==> src/rtl/dcr_reg_slave.sv <==
// DCR register slave for a PPC405 master: CTRL/STATUS/SCRATCH/COUNT with programmable acknowledge delay.
// Optional interrupt output is built when DCR_SLAVE_IRQ_EN is defined; otherwise IRQ is tied low.
module dcr_reg_slave #(
  parameter logic [0:9]  BASE_ADDR = 10'h080,
  parameter int unsigned ACK_DLY   = 1
) (
  input  logic        CPMDCRCLK,
  input  logic        RSTDCRRESET,
  input  logic [0:9]  EXTDCRABUS,
  input  logic [0:31] EXTDCRDBUSOUT,
  input  logic        EXTDCRREAD,
  input  logic        EXTDCRWRITE,
  output logic        EXTDCRACK,
  output logic [0:31] EXTDCRDBUSIN,
  input  logic        EVENT,
  output logic [0:31] CTRLOUT,
  output logic        IRQ
);

  localparam int unsigned CNT_W = 3;
  localparam int unsigned DW    = 32;
  localparam logic [CNT_W-1:0] WAIT_LAST = (ACK_DLY == 0) ? '0 : CNT_W'(ACK_DLY - 1);

  typedef enum logic [1:0] {
    IDLE = 2'd0,
    WAIT = 2'd1,
    ACK  = 2'd2,
    HOLD = 2'd3
  } state_t;

  state_t state, next_state;

  logic [CNT_W-1:0] wait_cnt;
  logic             hit_c;
  logic             access_c;

  // transfer operands latched on the hit edge
  logic [1:0]       sel_q;
  logic [0:DW-1]    wdata_q;
  logic             rd_q;
  logic             wr_q;

  logic [1:0]       sel_c;
  logic [0:DW-1]    wdata_c;
  logic             rd_c;
  logic             wr_c;

  logic [0:DW-1]    ctrl_q;
  logic [0:DW-1]    scratch_q;
  logic [0:DW-1]    count_q;
  logic             evt_q;
  logic             err_q;
  logic [0:DW-1]    rdata_q;
  logic             ack_q;

  logic             ctrl_we_c;
  logic             scratch_we_c;
  logic             status_we_c;
  logic             count_clr_c;
  logic             err_set_c;
  logic [0:DW-1]    reg_rd_c;

  assign hit_c = (EXTDCRABUS[0:7] == BASE_ADDR[0:7]) && (EXTDCRREAD || EXTDCRWRITE);

  // state register
  always_ff @(posedge CPMDCRCLK) begin
    if (RSTDCRRESET) begin
      state <= IDLE;
    end else begin
      state <= next_state;
    end
  end

  // next state; access_c marks the edge that enters ACK
  always_comb begin
    next_state = state;
    access_c   = 1'b0;
    case (state)
      IDLE: begin
        if (hit_c) begin
          if (ACK_DLY == 0) begin
            next_state = ACK;
            access_c   = 1'b1;
          end else begin
            next_state = WAIT;
          end
        end
      end
      WAIT: begin
        if (wait_cnt == WAIT_LAST) begin
          next_state = ACK;
          access_c   = 1'b1;
        end
      end
      ACK:  next_state = HOLD;
      HOLD: begin
        if (!EXTDCRREAD && !EXTDCRWRITE) next_state = IDLE;
      end
      default: next_state = IDLE;
    endcase
  end

  // with zero delay the access happens on the hit edge, so use the live bus
  always_comb begin
    sel_c   = sel_q;
    wdata_c = wdata_q;
    rd_c    = rd_q;
    wr_c    = wr_q;
    if (state == IDLE) begin
      sel_c   = EXTDCRABUS[8:9];
      wdata_c = EXTDCRDBUSOUT;
      rd_c    = EXTDCRREAD;
      wr_c    = EXTDCRWRITE;
    end
  end

  always_ff @(posedge CPMDCRCLK) begin
    if (RSTDCRRESET) begin
      wait_cnt <= '0;
      sel_q    <= '0;
      wdata_q  <= '0;
      rd_q     <= 1'b0;
      wr_q     <= 1'b0;
      ack_q    <= 1'b0;
    end else begin
      wait_cnt <= (state == WAIT) ? wait_cnt + CNT_W'(1) : '0;
      if (state == IDLE && hit_c) begin
        sel_q   <= EXTDCRABUS[8:9];
        wdata_q <= EXTDCRDBUSOUT;
        rd_q    <= EXTDCRREAD;
        wr_q    <= EXTDCRWRITE;
      end
      ack_q <= (next_state == ACK) || (next_state == HOLD);
    end
  end

  always_comb begin
    ctrl_we_c    = 1'b0;
    scratch_we_c = 1'b0;
    status_we_c  = 1'b0;
    count_clr_c  = 1'b0;
    err_set_c    = access_c && rd_c && wr_c;
    if (access_c && wr_c && !rd_c) begin
      case (sel_c)
        2'd0:    ctrl_we_c    = 1'b1;
        2'd1:    status_we_c  = 1'b1;
        2'd2:    scratch_we_c = 1'b1;
        default: count_clr_c  = 1'b1;
      endcase
    end
  end

  always_comb begin
    reg_rd_c = '0;
    case (sel_c)
      2'd0:    reg_rd_c = ctrl_q;
      2'd1:    reg_rd_c = {30'b0, err_q, evt_q};
      2'd2:    reg_rd_c = scratch_q;
      default: reg_rd_c = count_q;
    endcase
  end

  // register file; event set beats write-1-to-clear, count write beats increment
  always_ff @(posedge CPMDCRCLK) begin
    if (RSTDCRRESET) begin
      ctrl_q    <= '0;
      scratch_q <= '0;
      count_q   <= '0;
      evt_q     <= 1'b0;
      err_q     <= 1'b0;
      rdata_q   <= '0;
    end else begin
      if (ctrl_we_c)    ctrl_q    <= wdata_c;
      if (scratch_we_c) scratch_q <= wdata_c;
      if (access_c)     rdata_q   <= (rd_c && !wr_c) ? reg_rd_c : '0;
      evt_q   <= EVENT | (evt_q & ~(status_we_c & wdata_c[31]));
      err_q   <= err_set_c | (err_q & ~(status_we_c & wdata_c[30]));
      count_q <= count_clr_c ? '0 : count_q + DW'(EVENT);
    end
  end

`ifdef DCR_SLAVE_IRQ_EN
  logic irq_q;

  always_ff @(posedge CPMDCRCLK) begin
    if (RSTDCRRESET) begin
      irq_q <= 1'b0;
    end else begin
      irq_q <= ctrl_q[31] & (evt_q | err_q);
    end
  end

  assign IRQ = irq_q;
`else
  assign IRQ = 1'b0;
`endif

  assign EXTDCRACK    = ack_q;
  assign EXTDCRDBUSIN = ack_q ? rdata_q : EXTDCRDBUSOUT;
  assign CTRLOUT      = ctrl_q;

endmodule

==> config.mk <==
export PLATFORM = sky130hd
export DESIGN_NAME = dcr_reg_slave
export DESIGN_NICKNAME = d
export VERILOG_FILES = /design/src/rtl/dcr_reg_slave.sv
export SDC_FILE = /design/constraint.sdc
export NUM_CORES = 1
export LEC_CHECK = 0
export BUFFER_PORTS_ARGS = -buffer_cell sky130_fd_sc_hd__buf_2
export CAP_MARGIN = 10
export CORE_AREA = 2 2 105 147
export CTS_CLUSTER_SIZE = 10
export DETAILED_ROUTE_END_ITERATION = 12
export DIE_AREA = 0 0 107 149
export PLACE_DENSITY = 0.79
export SYNTH_ARGS = -nofsm -noshare
export SYNTH_HDL_FRONTEND = slang
export SYNTH_SLANG_ARGS = --single-unit
==> constraint.sdc <==
create_clock -name CPMDCRCLK -period 2.65 [get_ports CPMDCRCLK]
set_input_delay 0.1325 -clock CPMDCRCLK [delete_from_list [all_inputs] [get_ports CPMDCRCLK]]
set_output_delay 0.1325 -clock CPMDCRCLK [all_outputs]
set_load 0.005 [all_outputs]
==> out/qor.yml <==
timing:
  timing_max_transition_violations_final: 0
  fin_hold_ws_ns: 0.0222
  max-slew-margin-rel_pct: 38.4
  finalClockSkew_ns: 0.0167
  slew_at_the_pin_closest_to_its_max_slew_limit_ns: 0.923
  setup_total_negative_slack_ns: 0
  hold_viol_final: 0
  finalSetupViolations: 0
  highest_clock_rate_mhz: 442
  rsz0062_at_grt: "no"
  final_period_utilization_pct: 85.4
  period_needed_ns: 2.26
worst_setup_path:
  path_cells: "inv_1, ha_1, nand2b_1, or4b_1, nor2_2, buf_4, a211oi_1"
  worstSetupPathType: "flop to flop"
  rr_worst_depth: 7
  cp_data_arrival_time_ns: 2.54
  worstSetupEndpointType: "flop"
  required_ns: 2.93
  critical_path.slowest_cell: "sky130_fd_sc_hd__or4b_1"
  timing.critical_path.slowest_cell_delay_ns: 0.75
  critPathMaxFanout: 24
  crit_path_start_kind: "flop"
layout:
  final-seq-area_um2: 3440
  postLayoutCoreUtil_pct: 67.4
  fin_nets: 1072
  n_antenna_cell: 0
  areaGrowthSynthToFinish_pct: 19.9
  layoutNonFillerInstCount: 1226
  layout-drive-gt1-share_pct: 21.1
  layout.cell_area.non_filler_um2: 9970
  num-fill-cells: 1181
  multi_input_comb_area_um2: 4500
synthesis:
  yosysTopAreaCellShare_pct: 41.4
  ys_ff_latch: 172
  yosysTopAreaCell: "sky130_fd_sc_hd__dfxtp_1"
  netlist_area_um2: 8310
  synth_warnings: 0
  synth_top_cells_by_area: "sky130_fd_sc_hd__dfxtp_1 41%, sky130_fd_sc_hd__mux2i_1 8.9%, sky130_fd_sc_hd__a211oi_1 6.0%"
  synth_cell_types: 53
  synth_fp_nets: 971
  synth.yosys.seq_area_share_pct: 41.4
  synth-main-ff-cell: "sky130_fd_sc_hd__dfxtp_1"
  cells_after_synth: 920
  synth_enable_flop_cells: 0
  async_flop_share_pct: 0
  syn_area_per_cell_um2: 9.04
clock_network:
  tritoncts.num_buffers: 17
  post-cts-setup-buffer-count: 0
  clock-sinks: 172
  clkSlewWorstSetupHoldPaths_ns: 0.07
  cts_htree_levels: 4
  cts.repair.resized: 0
  worstSkewPairLatency_ns: 0.43
  number_of_buffers_on_the_longest_clock_path: 2
  clockRootBuffer: "sky130_fd_sc_hd__clkbuf_16"
  clock_tree_from_tritoncts: "built"
min_path:
  min_path_cells: 3
  worstHoldPathType: "primary input to flop"
drt:
  remaining_drc_errors: 0
  route.final.wire_length_um: 22000
  drtIter0Drc: 470
  avgViaCountPerCell: 6.19
  detailed_route_wire_length_per_cell_um: 17.9
  vias: 7590
  drtAntennaViolNets: 0
  dr.pass1.iters: 5
global_route:
  first_global_vias: 7149
  groute.usage.overall_pct: 27.7
  overflow: 0
  global_route_wire_length_before_repair_um: 35500
  grt_start_max_net_pins: 100
  number_of_antenna_violations_at_the_first_check_in_global_routing: 0
pwr:
  leakage_power_summed_over_all_cells_nw: 3.96
  power.combinational.fraction_pct: 6.3
  power.ir.vdd_worst_uv: 429
  p_sw_mw: 1.35
  p_seq_share_pct: 48.6
  switching_share_pct: 25.2
  power.share.clock_pct: 45.1
  internal_power_mw: 3.99
  power_density_nw_per_um2: 535
flow_run:
  cap_viol_max_count: 0
floorplanning:
  die-width_um: 107
  dieArea_um2: 15900
  chip_height_um: 149
  std_cell_rows: 53
  io_pins: 113
  floorplan.initialDensity_pct: 56.2
  core_area_um2: 14800
status:
  result_of_the_run: "completed"
placed_design:
  gp_congestion: 0.825
  post_dp_cell_area_um2: 9060
  dp_hpwl_um: 13600
  placed_cells_incl_taps: 1161
  count_of_input_and_output_buffers: 111
[layer usage]
layer	share of wire, %	track usage (%)	vias up	wire (um)
li1	-	-	3652	-
met1	41	34.0	3662	9070
met2	52	48.9	244	11400
met3	5.2	5.02	32	1140
met4	1.9	8.44	0	427
met5	0	0	-	0
[synthesized netlist by cell type (all sizes together), types with 13 or more instances]
| cell | instances |
|---|---|
| a211oi | 66 |
| a21boi | 27 |
| a21oi | 84 |
| a221oi | 32 |
| a22oi | 30 |
| and3 | 33 |
| buf | 34 |
| clkbuf | 55 |
| dfxtp | 172 |
| mux2 | 34 |
| mux2i | 74 |
| nand2 | 46 |
| nand3 | 13 |
| nor2 | 66 |
| o21ai | 45 |
[through the flow]
stage | power, mW | worst slack (ns)
after global routing | 5.50 | 0.227
final | 5.34 | 0.388
after CTS | 5.36 | 0.418
after detailed placement | 2.95 | 0.452
after floorplan | 2.82 | 0.692
after global placement | 2.94 | 0.549
[sequential cells by signal, indices dropped and copies added (netlist names)]
register	flops
evt_q	1
count_q	32
EXTDCRACK	1
rd_q	1
state	2
wr_q	1
scratch_q	32
wait_cnt	3
wdata_q	32
CTRLOUT	32
err_q	1
sel_q	2
rdata_q	32
[final timing paths]
check,start,endpoint,slack (ns)
min reg2reg,wait_cnt[0],wait_cnt[0],0.45
max reg2reg,wait_cnt[0],scratch_q[31],0.39
max,wait_cnt[0],scratch_q[31],0.39
min,EXTDCRDBUSOUT[16],wdata_q[16],0.02
[kinds of logic (layout without fill, tap and decap cells)]
family,after synthesis,after routing,synth area share (%)
AOI/OAI and AO/OA,300,300,23.9
and+or+nand+nor,223,223,14.2
DFF,172,172,41.4
muxes,108,108,13.5
buffers and inverters,98,212,4.86
xor gates and xnor gates,14,14,1.47
adders and majority gates,4,4,0.602
other,1,1,0.0451
[cells in the final DEF (no fill, tap or decap), types with 33 or more instances in the layout]
| cell type | count |
|---|---|
| sky130_fd_sc_hd__a211oi_1 | 66 |
| sky130_fd_sc_hd__a21oi_1 | 84 |
| sky130_fd_sc_hd__buf_2 | 110 |
| sky130_fd_sc_hd__dfxtp_1 | 172 |
| sky130_fd_sc_hd__dlygate4sd3_1 | 33 |
| sky130_fd_sc_hd__mux2_2 | 34 |
| sky130_fd_sc_hd__mux2i_1 | 74 |
| sky130_fd_sc_hd__nand2_1 | 46 |
| sky130_fd_sc_hd__nor2_1 | 64 |
| sky130_fd_sc_hd__o21ai_0 | 36 |
[power groups by stage]
stage,sequential (mW),combinational [mW],clock [mW]
global placement,2.65,0.290,0
finish,2.59,0.337,2.40
CTS,2.59,0.332,2.43
floorplan,2.65,0.165,0
detailed placement,2.65,0.294,0
global route,2.59,0.362,2.55
[critical path, delay by kind of cell, from the launching register on]
family,cells,cell delay (ns)
adder cells (fa/ha/maj),1,0.14
AND/OR/NAND/NOR,3,1.11
buffers and inverters,2,0.40
flip-flops,1,0.33
AO/OA/AOI/OAI,1,0.13
[area by class of cell]
type / count / area share, %
multi-input cells: 650 / 45.1
flip-flops and latches: 172 / 34.5
repair buffers: 171 / 11.8
clock buffers: 17 / 4.27
well taps: 192 / 2.41
clock inverters: 15 / 1.48
inverters: 9 / 0.339
[what timing repair did]
| action | 4_1_cts | 5_1_grt |
|---|---|---|
| hold buffers | 33 | 0 |
| endpoints found under the setup margin | 0 | 0 |
| hold endpoints to repair | 33 | 0 |
No activity file was read; power rests on OpenSTA's default activity.
